<file path="config.mk">
export PLATFORM = sky130hd
export DESIGN_NAME = sdram_phase_sweep
export DESIGN_NICKNAME = d
export VERILOG_FILES = /design/src/rtl/sdram_phase_pkg.sv /design/src/rtl/phase_window_scan.sv /design/src/rtl/sdram_phase_sweep.sv
export SDC_FILE = /design/constraint.sdc
export NUM_CORES = 1
export LEC_CHECK = 0
export CAP_MARGIN = 15
export CORE_MARGIN = 8
export CORE_UTILIZATION = 53
export CTS_BUF_LIST = sky130_fd_sc_hd__clkbuf_4 sky130_fd_sc_hd__clkbuf_8 sky130_fd_sc_hd__clkbuf_16
export DETAILED_ROUTE_END_ITERATION = 7
export PLACE_DENSITY = 0.92
export RECOVER_POWER = 50
export SYNTH_ARGS = -nofsm -noshare
export SYNTH_HDL_FRONTEND = slang
export SYNTH_SLANG_ARGS = --single-unit
</file>
<file path="constraint.sdc">
create_clock -name clk -period 4.9 [get_ports clk]
set_clock_uncertainty 0.15 [all_clocks]
set_input_delay 1.47 -clock clk [delete_from_list [all_inputs] [get_ports clk]]
set_output_delay 1.47 -clock clk [all_outputs]
set_load 0.01 [all_outputs]
</file>
<file path="src/rtl/sdram_phase_pkg.sv">
// Shared definitions for the SDRAM clock phase sweeper.
// Contents:
//   state_t          - sweep controller states
//   step_w()         - bit width needed to index a phase step (clog2, minimum 1)
//   PHASELOADREG_VAL - constant level for the PLL phaseloadreg input
//   PHASESEL_W       - width of the PLL phasesel field
package sdram_phase_pkg;

    typedef enum logic [3:0] {
        IDLE,
        TRST,
        SETTLE,
        DWELL,
        EVAL,
        STEP,
        SCAN,
        CENTER,
        FIN
    } state_t;

    localparam logic PHASELOADREG_VAL = 1'b0;
    localparam int   PHASESEL_W       = 2;

    function automatic int step_w(input int steps);
        int w;
        w = 1;
        while ((1 << w) < steps) begin
            w = w + 1;
        end
        return w;
    endfunction

endpackage

</file>
<file path="src/rtl/phase_window_scan.sv">
// Circular longest-run finder over the per-step pass bitmap.
// Walks indices 0..2*C_steps-1 (one per cycle) so that a run crossing the
// end of the bitmap is seen as one contiguous window.
// Ports:
//   clk, rst_n - clock, asynchronous active-low reset
//   start      - one-cycle pulse that restarts the scan
//   ok_map     - bit i set when phase step i passed
//   lo         - first step of the longest run (earliest on ties)
//   len        - length of the longest run (0 when no step passed)
//   center     - (lo + (len-1)/2) mod C_steps, 0 when len is 0
//   valid      - one-cycle pulse when lo/len/center are final
module phase_window_scan
    import sdram_phase_pkg::*;
#(
    parameter int C_steps = 16,
    parameter int SW      = step_w(C_steps)
) (
    input  logic               clk,
    input  logic               rst_n,
    input  logic               start,
    input  logic [C_steps-1:0] ok_map,
    output logic [SW-1:0]      lo,
    output logic [SW:0]        len,
    output logic [SW-1:0]      center,
    output logic               valid
);

    localparam int             IW       = SW + 1;
    localparam logic [IW-1:0]  LAST_IDX = IW'(2 * C_steps - 1);
    localparam logic [IW-1:0]  IDX_WRAP = IW'(C_steps);
    localparam logic [SW:0]    STEPS    = (SW + 1)'(C_steps);
    localparam logic [SW:0]    LEN_ONE  = (SW + 1)'(1);
    localparam logic [IW-1:0]  IDX_ONE  = IW'(1);

    logic [IW-1:0] idx;
    logic          active;
    logic [SW:0]   run;
    logic [SW-1:0] run_lo;
    logic [SW:0]   best_len;
    logic [SW-1:0] best_lo;

    logic [SW-1:0] idx_mod;
    logic          bit_ok;
    logic [SW:0]   run_d;
    logic [SW-1:0] run_lo_d;
    logic [SW:0]   half;
    logic [SW:0]   sum;

    always_comb begin
        idx_mod  = (idx >= IDX_WRAP) ? SW'(idx - IDX_WRAP) : SW'(idx);
        bit_ok   = ok_map[idx_mod];
        run_d    = '0;
        run_lo_d = run_lo;
        if (bit_ok) begin
            // Saturate so an all-good map reports exactly C_steps.
            run_d    = (run == STEPS) ? run : run + LEN_ONE;
            run_lo_d = (run == '0) ? idx_mod : run_lo;
        end
    end

    always_comb begin
        half   = (best_len == '0) ? '0 : ((best_len - LEN_ONE) >> 1);
        sum    = {1'b0, best_lo} + half;
        center = (sum >= STEPS) ? SW'(sum - STEPS) : SW'(sum);
    end

    assign lo  = best_lo;
    assign len = best_len;

    always_ff @(posedge clk or negedge rst_n) begin
        if (!rst_n) begin
            idx      <= '0;
            active   <= 1'b0;
            run      <= '0;
            run_lo   <= '0;
            best_len <= '0;
            best_lo  <= '0;
            valid    <= 1'b0;
        end else begin
            valid <= 1'b0;
            if (start) begin
                idx      <= '0;
                active   <= 1'b1;
                run      <= '0;
                run_lo   <= '0;
                best_len <= '0;
                best_lo  <= '0;
            end else if (active) begin
                run    <= run_d;
                run_lo <= run_lo_d;
                // Strictly longer only: the earliest window keeps ties.
                if (run_d > best_len) begin
                    best_len <= run_d;
                    best_lo  <= run_lo_d;
                end
                idx <= idx + IDX_ONE;
                if (idx == LAST_IDX) begin
                    active <= 1'b0;
                    valid  <= 1'b1;
                end
            end
        end
    end

endmodule

</file>
<file path="src/rtl/sdram_phase_sweep.sv">
// Automatic SDRAM chip-clock phase sweep for the ECP5 PLL dynamic-phase port.
// Steps the PLL once around the full phase circle, restarting and dwelling
// the memory tester at each step, records pass/fail per step, then steps the
// PLL to the centre of the longest circular window of good steps.
// Ports:
//   clk, rst_n            - SDRAM clock, asynchronous active-low reset
//   start                 - rising edge while idle begins a sweep
//   passcount, failcount  - tester counters
//   tester_rst_n          - tester reset, low only while a step's reset is held
//   phasesel/phasedir     - constant PLL selection and step direction
//   phasestep             - PLL step pulse
//   phaseloadreg          - tied low
//   busy/done/fail        - sweep status (done, fail sticky until next start)
//   ok_map                - per-step pass bitmap
//   win_lo/win_len        - best window start and length
//   win_center            - step chosen as the final phase
//   cur_step              - phase offset from the sweep origin
module sdram_phase_sweep
    import sdram_phase_pkg::*;
#(
    parameter int C_steps    = 16,
    parameter int C_phasesel = 1,
    parameter int C_dir      = 0,
    parameter int C_pulse    = 4,
    parameter int C_settle   = 64,
    parameter int C_rst_hold = 16,
    parameter int C_dwell    = 1000000,
    parameter int C_min_pass = 1,
    parameter int SW         = step_w(C_steps)
) (
    input  logic                  clk,
    input  logic                  rst_n,
    input  logic                  start,
    input  logic [31:0]           passcount,
    input  logic [31:0]           failcount,
    output logic                  tester_rst_n,
    output logic [PHASESEL_W-1:0] phasesel,
    output logic                  phasedir,
    output logic                  phasestep,
    output logic                  phaseloadreg,
    output logic                  busy,
    output logic                  done,
    output logic                  fail,
    output logic [C_steps-1:0]    ok_map,
    output logic [SW-1:0]         win_lo,
    output logic [SW:0]           win_len,
    output logic [SW-1:0]         win_center,
    output logic [SW-1:0]         cur_step
);

    localparam logic [31:0]   PULSE_CNT  = 32'(C_pulse);
    localparam logic [31:0]   PULSE_END  = 32'(C_pulse - 1);
    localparam logic [31:0]   PERIOD_END = 32'(2 * C_pulse - 1);
    localparam logic [31:0]   SETTLE_END = 32'(C_settle - 1);
    localparam logic [31:0]   HOLD_END   = 32'(C_rst_hold - 1);
    localparam logic [31:0]   DWELL_END  = 32'(C_dwell - 1);
    localparam logic [31:0]   LAST_END   = 32'(C_pulse + C_settle - 1);
    localparam logic [31:0]   MIN_PASS   = 32'(C_min_pass);
    localparam logic [SW-1:0] STEP_MAX   = SW'(C_steps - 1);
    localparam logic [SW-1:0] STEP_ONE   = SW'(1);

    state_t        state;
    state_t        state_d;
    logic [31:0]   cnt;
    logic          cnt_restart;
    logic          start_q;
    logic          last_q;
    logic [SW-1:0] pulses;
    logic          step_adv;
    logic          phasestep_d;
    logic          tester_rst_n_d;

    logic          scan_start;
    logic          scan_valid;
    logic [SW-1:0] scan_lo;
    logic [SW:0]   scan_len;
    logic [SW-1:0] scan_center;

    assign phasesel     = PHASESEL_W'(C_phasesel);
    assign phasedir     = 1'(C_dir);
    assign phaseloadreg = PHASELOADREG_VAL;

    phase_window_scan #(
        .C_steps (C_steps),
        .SW      (SW)
    ) u_scan (
        .clk    (clk),
        .rst_n  (rst_n),
        .start  (scan_start),
        .ok_map (ok_map),
        .lo     (scan_lo),
        .len    (scan_len),
        .center (scan_center),
        .valid  (scan_valid)
    );

    always_ff @(posedge clk or negedge rst_n) begin
        if (!rst_n) begin
            state <= IDLE;
        end else begin
            state <= state_d;
        end
    end

    // cnt counts cycles since entering the current state (or since the last
    // restart inside CENTER, where it times each pulse period).
    always_comb begin
        state_d        = state;
        cnt_restart    = 1'b0;
        scan_start     = 1'b0;
        phasestep_d    = 1'b0;
        tester_rst_n_d = 1'b1;
        step_adv       = 1'b0;
        case (state)
            IDLE: begin
                cnt_restart = 1'b1;
                if (start && !start_q) begin
                    state_d = TRST;
                end
            end
            TRST: begin
                tester_rst_n_d = 1'b0;
                if (cnt == HOLD_END) begin
                    state_d = SETTLE;
                end
            end
            SETTLE: begin
                if (cnt == SETTLE_END) begin
                    state_d = DWELL;
                end
            end
            DWELL: begin
                if (cnt == DWELL_END) begin
                    state_d = EVAL;
                end
            end
            EVAL: begin
                state_d = STEP;
            end
            STEP: begin
                phasestep_d = (cnt < PULSE_CNT);
                step_adv    = (cnt == PULSE_END);
                // The last step lingers C_settle cycles so the PLL is back at
                // the origin before the scan result is used.
                if (!last_q && cnt == PULSE_END) begin
                    state_d = TRST;
                end else if (last_q && cnt == LAST_END) begin
                    state_d = SCAN;
                end
            end
            SCAN: begin
                scan_start = (cnt == '0);
                if (scan_valid) begin
                    state_d = (scan_len == '0) ? FIN : CENTER;
                end
            end
            CENTER: begin
                if (pulses != win_center) begin
                    // Each period is C_pulse high then C_pulse low.
                    phasestep_d = (cnt < PULSE_CNT);
                    step_adv    = (cnt == PULSE_END);
                    cnt_restart = (cnt == PERIOD_END);
                end else if (cnt == SETTLE_END) begin
                    state_d = FIN;
                end
            end
            FIN: begin
                state_d = IDLE;
            end
            default: begin
                state_d = IDLE;
            end
        endcase
    end

    // PLL and tester controls are registered so they never glitch.
    always_ff @(posedge clk or negedge rst_n) begin
        if (!rst_n) begin
            cnt          <= '0;
            start_q      <= 1'b0;
            last_q       <= 1'b0;
            pulses       <= '0;
            phasestep    <= 1'b0;
            tester_rst_n <= 1'b1;
            busy         <= 1'b0;
            done         <= 1'b0;
            fail         <= 1'b0;
            ok_map       <= '0;
            win_lo       <= '0;
            win_len      <= '0;
            win_center   <= '0;
            cur_step     <= '0;
        end else begin
            start_q      <= start;
            phasestep    <= phasestep_d;
            tester_rst_n <= tester_rst_n_d;
            cnt          <= (state_d != state || cnt_restart) ? '0 : cnt + 32'd1;
            if (step_adv) begin
                cur_step <= (cur_step == STEP_MAX) ? '0 : cur_step + STEP_ONE;
            end
            case (state)
                IDLE: begin
                    if (state_d == TRST) begin
                        ok_map     <= '0;
                        win_lo     <= '0;
                        win_len    <= '0;
                        win_center <= '0;
                        done       <= 1'b0;
                        fail       <= 1'b0;
                        busy       <= 1'b1;
                        cur_step   <= '0;
                        last_q     <= 1'b0;
                    end
                end
                EVAL: begin
                    ok_map[cur_step] <= (failcount == 32'd0) && (passcount >= MIN_PASS);
                    last_q           <= (cur_step == STEP_MAX);
                end
                SCAN: begin
                    pulses <= '0;
                    if (scan_valid) begin
                        win_lo     <= scan_lo;
                        win_len    <= scan_len;
                        win_center <= scan_center;
                        fail       <= (scan_len == '0);
                    end
                end
                CENTER: begin
                    if (cnt_restart) begin
                        pulses <= pulses + STEP_ONE;
                    end
                end
                FIN: begin
                    busy <= 1'b0;
                    done <= 1'b1;
                end
                default: begin
                end
            endcase
        end
    end

endmodule

</file>
# After elaboration in Yosys (flattened, before gate mapping)
# Cells that the tools add are included.
# totals
reg_bits	105
latch_bits	0
ramBits	0
rom_bits	0
in_bits	67
out_inout_bits	42
elab_cells	159
mem_count	0
# op_classes
add_sub_neg	9
multipliers	0
div	0
order_cmp	8
n_eq_ne	23
n_shift	0
n_mux	73
n_bitwise	0
n_reduce_logical	24
# op_table
op	n
4-bit two-way mux	28
32-bit zero test	2
5-bit two-way mux	11
32-bit by 1-bit adder with 32-bit output, second input constant	1
32-bit by 2-bit equality test with 1-bit output, second input constant	1
32-bit by 20-bit equality test with 1-bit output, second input constant	1
32-bit by 3-bit equality test with 1-bit output, second input constant	1
32-bit by 4-bit equality test with 1-bit output, second input constant	1
32-bit by 6-bit equality test with 1-bit output, second input constant	1
32-bit by 7-bit equality test with 1-bit output, second input constant	1
32-bit by 1-bit >= comparator with 1-bit output, second input constant	1
32-bit by 3-bit < comparator with 1-bit output, second input constant	1
32-bit two-way mux	1
16-bit case mux with 2 select lines	1
4-bit case mux with 8 select lines	1
4-bit case mux with 2 select lines	3
16-bit bitwise mux	1
4-bit by 3-bit equality test with 1-bit output, second input constant	4
1-bit two-way mux	16
16-bit two-way mux	1
1-bit case mux with 2 select lines	7
2-bit nonzero test	6
5-bit by 1-bit adder with 5-bit output, second input constant	2
5-bit equality test, second input constant	2
other kinds (24)	42

# Depth between registers and ports, before layout
# Gate-level depths: netlist of run 1.
# depth
ltp_word	9
ltp_mapped	14
mapped_depth_nobuf	13

# By module
# Synthesis of run 1 repeated with hierarchy kept, for this count alone.
# hier_totals
cells_unflattened	630
area_unflattened_um2	6109.6
# modules_own_cells
mod	instances	cells_per_inst	area_each_um2	seq_area_each_um2
sdram_phase_sweep	1	449	4350.4	2003.2
phase_window_scan	1	181	1759.2	625.6

# Least setup slack after synthesis of run 1
# Ideal clock, no wire load.
# synth_path
path_kind	reg-to-reg
from	reg u_scan.idx[0]
to	reg u_scan.best_len[2] (netlist: u_scan.len[2])
setup_time_ps	121
t_arrival_ps	3230
required_ps	4629
setup_slack_ps	1399
stages_incl_launch_ff	13
path_buffers	2
synth_period_minus_slack_ps	3501
cell_sequence	dfrtp_1 > buf_2 > mux4_2 > mux4_2 > and2_1 > ha_1 > nor2b_1 > o21a_1 > o211ai_1 > a21oi_1 > clkbuf_1 > mux2i_1 > nor2_1
# synth_via
elab_chain_cells	8
word_cells_on_any_way	12
cone_classes	add/sub (1); order compare (2); mux (7); reduce/logical (2)
# synth_lines
element	line_no	source
start, declared	phase_window_scan.sv:35	logic [IW-1:0] idx;
start signal, assigned	phase_window_scan.sv:96	idx <= idx + IDX_ONE;
4-bit by 1-bit subtractor with 4-bit output or 5-bit >= comparator (tied branches)	phase_window_scan.sv:50	idx_mod = (idx >= IDX_WRAP) ? SW'(idx - IDX_WRAP) : SW'(idx);
4-bit two-way mux (*)	phase_window_scan.sv:50	
1-bit binary-select mux with 4-bit select (*)	phase_window_scan.sv:51	bit_ok = ok_map[idx_mod];
1-bit two-way mux (not written as such) (*)	phase_window_scan.sv:51	
5-bit two-way mux (*)	phase_window_scan.sv:54	if (bit_ok) begin
5-bit greater-than comparator or 5-bit two-way mux (tied branches)	phase_window_scan.sv:92	if (run_d > best_len) begin
2-bit nonzero test (no line) or 5-bit two-way mux (tied branches)	n/a	
2-bit AND reduction (no line) or 5-bit two-way mux (tied branches)	n/a	
end signal, assigned	phase_window_scan.sv:93	best_len <= run_d;
end, declared	phase_window_scan.sv:39	logic [SW:0] best_len;
# Mark *: on every way between the ends. The rest lies on a longest branch, timed or not. The select of a mux whose other input is x is not followed.
# A chain may end at the register's enable or synchronous reset.

# Worst setup path in the final report of run 1
# layout_path
from	reg u_scan.idx[0]
to	reg u_scan.best_lo[3] (netlist: u_scan.lo[3])
# layout_via
elab_chain_cells	8
word_cells_on_any_way	14
cone_classes	add/sub (1); order compare (2); mux (9); reduce/logical (2)
# layout_lines
element	line_no	source
4-bit by 1-bit subtractor with 4-bit output or 5-bit >= comparator (tied branches)	phase_window_scan.sv:50	
4-bit two-way mux (*)	phase_window_scan.sv:50	
1-bit binary-select mux with 4-bit select	phase_window_scan.sv:51	
1-bit two-way mux (not written as such)	phase_window_scan.sv:51	
5-bit two-way mux or 4-bit two-way mux (tied branches)	phase_window_scan.sv:54	
5-bit greater-than comparator or 4-bit two-way mux (tied branches)	phase_window_scan.sv:92	
2-bit nonzero test (no line) or 4-bit two-way mux (tied branches)	n/a	
2-bit AND reduction (no line) or 4-bit two-way mux (tied branches)	n/a	
end signal, assigned	phase_window_scan.sv:94	best_lo <= run_lo_d;
end, declared	phase_window_scan.sv:40	logic [SW-1:0] best_lo;
# Marked as above.

==> metrics.csv, run 1 <==
metric,value,unit
outcome,"finished, violations left",
violated checks,"capacitance limit, slew limit",
R2R cell count,11,
Die Ht,122.3,um
Ports,109,
area occupied by multi-input gates,0.003084,mm2
register area,0.002629,mm2
share of cells above drive strength 1,5.702,%
VDD IR max,0.1378,mV
Hold EP,win_len[1],
post-synthesis sequential area ratio,43.91,%
first-pass GRT wire length,27.63,mm
yosys warns,0,
DR iter-0 viols,647,
multiplexer area fraction after synthesis,5.580,%
post-synth top area cell,dfrtp_1,
Final Slew Violations,43,
relative slew slack,-52.96,%
clock slew at reported path FFs,0.07,ns
Synth Area in XOR/XNOR,6.876,%
combinational power share,4.5,%
Post-Synth Simple-Gate Area,26.98,%
fmax,269.9,MHz
hold path start,win_len[1],
maxcap violations,2,
ant diodes,0,
Root Driver,clkbuf_16,
routed len/inst,19.25,um
clock sink total,105,
sequential power share,50.4,%
setup violators final,0,
"count leader, synth",dfrtp_1,
Int Pwr,0.001373,W
core footprint,0.01122,mm2
Final Hold Vio Count,0,
CP Max Fanout,11,
Final Non-Filler Cells,862,
#FFs+latches synth,105,
Post-synth EDFFs,0,
DP Cell Count,846,
combinational family with the most area after synthesis,simple AND/OR/NAND/NOR gates,
WS Path Type,flop to flop,
vias in the first global route,5523,
Tot GR Track Use,22.99,%
largest net degree at the start of global routing,43,
H-tree depth,3,
die area,0.01495,mm2
clock share of power,45.1,%
CTS Buf Count,9,
switching part of the total,20.16,%
port bufs,104,
Worst EP required,4.95,ns
Setup Buffers After CTS,0,
Synth top cells by count,"104 x dfrtp_1, 59 x nand2_1, 54 x nor2_1, 54 x nor4_1, 42 x nand3_1",
hold path depth,2,
first-pass iteration count of the detailed router,7,
"wirelength, routed",16.59,mm
Hold WC Path Type,flop to flop,
Post-Syn Area per Cell,9.579,um2
crit path DAT,3.75,ns
synth unique cells,64,
hold buffers post-CTS,0,
die width,122.3,um
Rows,39,
unrepaired setup endpoints after global routing,no,
post-cts resize count,0,
Switch Pwr,0.0003467,W
DR vias,5368,
ys flop type,dfrtp_1,
grt total ovfl,0,
clock latency at the later pin of the worst-skew pair,0.35,ns
Leak Pwr,3.158,nW
Setup crit end kind,flop,
Synth area leaders,"dfrtp_1 43%, nor4_1 5.6%, ha_1 4.6%",
final core occ,65.85,%
ys async rst share,100.0,%
cell area after synthesis,0.005987,mm2
type of origin of the critical path,flop,
Pwr per Cell Area,232.7,mW/mm2
antenna-violating nets left,0,
Final GP Congestion,0.9032,
post-synthesis adder-cell area fraction,4.932,%
Post-DP HPWL,12.00,mm
fin nets,805,
R2R Path Start,u_scan.idx[0],
Initial Util,53.34,%
CTS tree,done,
post-DR vias/cell,6.227,
Slew @ Worst Pin,2.294,ns
worst reg2reg endpoint,u_scan.lo[3],
min Tclk post-route,3.705,ns
Cells after Synth,625,
Reg2Reg Setup Slack,1.20,ns
DRC violations left,0,
Area Growth Syn to Fin,23.45,%
post-route clock period utilization,75.61,%
aggregate negative setup slack,0,ns
initial antenna violation count,0,
Fillers,845,
Synth Area in Compound Gates,7.085,%
buffer depth of the longest clock path,2,
post-synth top area share,43.47,%
## routing by layer
layer	up-vias	wire length [um]	part of all wire (%)	global-route usage, %
li1	2431	-	-	-
met1	2624	6570	40	28.35
met2	263	8288	50	38.44
met3	50	1196	7.2	4.968
met4	0	535	3.2	9.673
met5	-	0	0	0
## layout make-up
type,instances,area share (%)
Sequential cell,105,35.57
Clock inverter,4,1.033
Multi-Input combinational cell,464,41.73
Clock buffer,11,3.250
Timing Repair Buffer,112,14.83
Inverter,23,1.168
Tap cell,143,2.421
## sequential cells by signal, indices dropped and copies added, names as in the netlist, 5 cells and up
signal,cells
u_scan.run,5
u_scan.idx,5
cnt,32
u_scan.len,5
win_len,5
ok_map,16
## cells by family (layout without fill, tap and decap cells)
kind of cell / count (synthesis) / after routing
XOR/XNOR: 47 / 47
flip-flops: 105 / 105
AO/OA/AOI/OAI: 69 / 69
other: 2 / 4
multiplexers: 27 / 27
adder cells (fa/ha/maj): 23 / 23
AND/OR/NAND/NOR: 294 / 294
buffers and inverters: 58 / 150
## metrics by stage
stage / worst slack (ns) / total power, W / area [um2] / hold slack (ns)
6_report: 1.195 / 0.001720 / 7391 / 0.3328
3_3_place_gp: 1.482 / 0.0009587 / 7081 / 0.3145
5_1_grt: 0.6997 / 0.001773 / 7391 / 0.3805
2_1_floorplan: 1.399 / 0.0008902 / 5995 / 0.3393
3_5_place_dp: 1.280 / 0.0009617 / 7081 / 0.3227
4_1_cts: 1.215 / 0.001725 / 7397 / 0.3399
## critical path: stages (launching register included)
cell	delay [ns]
dfrtp_1	0.60
mux4_2	0.58
mux4_2	0.55
and2_1	0.22
ha_1	0.29
nor2b_1	0.17
o21a_1	0.13
o211ai_1	0.09
a21oi_1	0.24
buf_4	0.26
mux2i_1	0.22
nor2_1	0.05
## worst max-delay path by stage
stage,startpoint,endpoint,slack [ns],cells past startpoint
2_1_floorplan,u_scan.idx[0],u_scan.len[2],1.40,12
4_1_cts,u_scan.idx[0],u_scan.lo[3],1.22,11
3_3_place_gp,u_scan.idx[0],u_scan.len[1],1.48,11
3_5_place_dp,u_scan.idx[0],u_scan.len[3],1.28,11
6_report,u_scan.idx[0],u_scan.lo[3],1.20,11
5_1_grt,rst_n,u_scan.run_lo[1],0.70,2
## cells in the final DEF (no fill, tap or decap), types with 3 or more instances in the layout
cell,netlist,final
nand3_1,42,42
dlygate4sd3_1,0,4
nor4_2,6,6
a211oi_1,3,3
nand4_1,19,19
ha_1,22,22
a21oi_1,10,10
and3_1,8,8
xnor2_1,18,18
dfrtp_1,104,104
mux2i_1,21,21
clkbuf_16,0,9
buf_4,4,5
and4_1,4,4
nor2b_1,5,5
conb_1,2,4
or3_1,5,5
nor2_1,54,54
xor2_1,29,29
and2_1,6,6
nand2_1,59,59
o21ai_0,32,33
nor3_1,11,12
inv_1,23,23
nor4_1,54,54
a22o_1,5,5
clkdlybuf4s50_1,0,99
mux4_2,5,5
## power by group through the flow
stage | clock network, W | registers, W | logic, W
global route | 0.000822 | 0.000866 | 0.0000846
floorplan | 0 | 0.000884 | 0.00000648
global placement | 0 | 0.000883 | 0.0000753
detailed placement | 0 | 0.000883 | 0.0000782
CTS | 0.000780 | 0.000867 | 0.0000787
finish | 0.000776 | 0.000867 | 0.0000768
No activity file was read; power rests on OpenSTA's default activity.
==> run 2, diff against run 1 <==
Settings changed: CORE_UTILIZATION 53 to 48, PLACE_DENSITY 0.92 to 0.88.
Clock period 4.9 ns to 2.99 ns, I/O delays scaled along.
==> run 2 against run 1 <==
  * The flow finishes with violations (setup timing)
  * Sequential share of layout area down 1.8 points
  * Register-to-register slack got worse by 1.4 ns
  * Combinational power rose by 58%
  * Critical path depth stayed put
==> metrics.csv, run 2 (synthesis results as in run 1) <==
metric,value,unit,change
Rows,41,,was 39
Leak Pwr,3.362,nW,was 3.158 nW
hold buffers post-CTS,0,,unchanged
Tot GR Track Use,19.63,%,was 22.99%
hold path start,win_len[4],,was win_len[1]
Final Hold Vio Count,0,,unchanged
grt total ovfl,0,,unchanged
unrepaired setup endpoints after global routing,yes,,was no
R2R Path Start,u_scan.idx[0],,unchanged
die area,0.01630,mm2,was 0.01495 mm2
post-DR vias/cell,5.680,,was 6.227
routed len/inst,16.79,um,was 19.25 um
Root Driver,clkbuf_16,,unchanged
share of cells above drive strength 1,10.89,%,was 5.702%
setup violators final,9,,was 0
Worst EP required,3.08,ns,was 4.95 ns
most used cell along the critical path,mux4_2,,unchanged
Setup WS pre-CTS,-0.3193,ns,was 1.280 ns
first-pass iteration count of the detailed router,5,,was 7
outcome,"finished, violations left",,unchanged
vias in the first global route,5296,,was 5523
post-route clock period utilization,107.0,%,was 75.61%
Top Registers,"cnt x32, ok_map x16",,unchanged
fin nets,838,,was 805
crit path from,u_scan.idx[0],,unchanged
clock sink total,105,,unchanged
clock share of power,46.0,%,was 45.1%
type of origin of the critical path,flop,,unchanged
Int Pwr,0.002270,W,was 0.001373 W
final core occ,62.66,%,was 65.85%
WS Path Type,flop to flop,,unchanged
antenna-violating nets left,0,,unchanged
CTS Buf Count,9,,unchanged
fmax,312.7,MHz,was 269.9 MHz
DR iter-0 viols,499,,was 647
Ports,109,,unchanged
Area Growth Syn to Fin,29.93,%,was 23.45%
relative slew slack,28.10,%,was -52.96%
DP Cell Count,908,,was 846
Final GP Congestion,0.9016,,was 0.9032
core footprint,0.01241,mm2,was 0.01122 mm2
"wirelength, routed",15.53,mm,was 16.59 mm
DR vias,5254,,was 5368
violated checks,setup timing,,"was capacitance limit, slew limit"
Final Non-Filler Cells,925,,was 862
highest-count cells in the layout ignoring fill and taps,"103 x dfrtp_1, 95 x clkdlybuf4s50_1, 59 x nand2_1",,"was 104 x dfrtp_1, 99 x clkdlybuf4s50_1, 59 x nand2_1"
sequential power share,49.7,%,was 50.4%
Final Slew Violations,0,,was 43
Setup crit end kind,flop,,unchanged
GR Layer Usage met1,23.77,%,was 28.35%
Max stage delay on crit path,0.55,ns,was 0.60 ns
GRT met3 Usage,3.827,%,was 4.968%
combinational power share,4.2,%,was 4.5%
Top reg by flops,cnt,,unchanged
Post-DP HPWL,11.47,mm,was 12.00 mm
VDD IR max,0.2999,mV,was 0.1378 mV
crit path DAT,3.28,ns,was 3.75 ns
met2 Use GR,33.69,%,was 38.44%
clock slew at reported path FFs,0.08,ns,was 0.07 ns
Switch Pwr,0.0005862,W,was 0.0003467 W
Slew @ Worst Pin,1.079,ns,was 2.294 ns
CTS tree,done,,unchanged
port bufs,104,,unchanged
Die Ht,127.7,um,was 122.3 um
clock latency at the later pin of the worst-skew pair,0.35,ns,about the same
aggregate negative setup slack,-1.478,ns,was 0 ns
H-tree depth,3,,unchanged
maxcap violations,0,,was 2
ant diodes,0,,unchanged
Initial Util,48.23,%,was 53.34%
buffer depth of the longest clock path,2,,unchanged
largest net degree at the start of global routing,46,,was 43
fin worst setup slack,-0.2080,ns,was 1.195 ns
DRC violations left,0,,unchanged
"leading cell type in the layout, fill and taps excluded",dfrtp_1,,unchanged
first-pass GRT wire length,26.07,mm,was 27.63 mm
switching part of the total,20.52,%,was 20.16%
CP Max Fanout,12,,was 11
"Slowest-stage cell, CP",mux4_2,,was dfrtp_1
die width,127.7,um,was 122.3 um
initial antenna violation count,0,,unchanged
min Tclk post-route,3.198,ns,was 3.705 ns
Top Usage Layer GRT,met2,,unchanged
Pwr per Cell Area,367.2,mW/mm2,was 232.7 mW/mm2
Hold WC Path Type,flop to flop,,unchanged
CP cell instances,mux4_2 > mux4_2 > and2_4 > ha_4 > nor2b_4 > o21a_1 > o211ai_1 > a21oi_2 > buf_12 > mux2i_2 > nor2_1,,was mux4_2 > mux4_2 > and2_1 > ha_1 > nor2b_1 > o21a_1 > o211ai_1 > a21oi_1 > buf_4 > mux2i_1 > nor2_1
max FFs per register,32,,unchanged
run 2: cell types whose count changed in the layout (fill, tap and decap cells not counted), moves of 2 or more:
cell             before  now
buf_12                0    4
buf_4                 5   32
clkbuf_1              2    4
clkdlybuf4s50_1      99   95
dlygate4sd3_1         4    8
ha_1                 22   20
ha_4                  0    2
run 2: final timing paths:
kind                            slack (ns)  depth (start not counted)       endpoint
min in group asynchronous             0.58                          1      ok_map[8]
worst max-delay path                 -0.21                         11   u_scan.lo[3]
worst max register to register       -0.21                         11   u_scan.lo[3]
max in group asynchronous             0.47                          2  win_center[1]
worst min-delay path                  0.33                          2     win_len[4]
worst min register to register        0.33                          2     win_len[4]
run 2: area by class of cell:
cell class | instances | area (um2)
Fill cell | 996 | 4636
Multi-Input combinational cell | 464 | 3138
Sequential cell | 105 | 2630
Timing Repair Buffer | 145 | 1376
Clock buffer | 11 | 246.5
Tap cell | 172 | 215.2
Clock inverter | 5 | 86.33
Inverter | 23 | 86.33
run 2: power by group through the flow:
stage | Clock [W] | Combinational, W | Sequential, W
2_1_floorplan | 0 | 0.0000106 | 0.00145
5_1_grt | 0.00138 | 0.000133 | 0.00142
4_1_cts | 0.00133 | 0.000128 | 0.00142
6_report | 0.00132 | 0.000121 | 0.00142
3_5_place_dp | 0 | 0.000128 | 0.00145
3_3_place_gp | 0 | 0.000126 | 0.00145
run 2: critical path, delay by kind of cell (launching register included):
kind	cells	cell delay (ns)
buffers and inverters	1	0.17
AOI/OAI and AO/OA	3	0.39
adders and majority gates	1	0.26
muxes	3	1.31
and+or+nand+nor	3	0.35
DFF	1	0.46
run 2: what timing repair did:
item | 4_1_cts | 5_1_grt
setup endpoints to repair | 9 | 9
buffers inserted | 1 | 0
cloned | 0 | 0
hold endpoints to repair | 0 | 0
pin swaps | 1 | 0
gates resized for setup | 2 | 3
run 2: stage by stage:
| stage | hold WS (ns) | area [um2] | total power (W) |
|---|---|---|---|
| after CTS | 0.3401 | 7790 | 0.002878 |
| after detailed placement | 0.3256 | 7446 | 0.001575 |
| final | 0.3304 | 7779 | 0.002856 |
| after global placement | 0.3120 | 7446 | 0.001574 |
| after floorplan | 0.3393 | 6030 | 0.001459 |
| after global routing | 0.3692 | 7779 | 0.002932 |
run 2: layer usage:
metal  vias to the layer above  part of all wire [%]
met5                         -                     0
met4                         0                   2.7
met3                        39                   4.9
met2                       182                    51
met1                      2529                    41
li1                       2504                     -
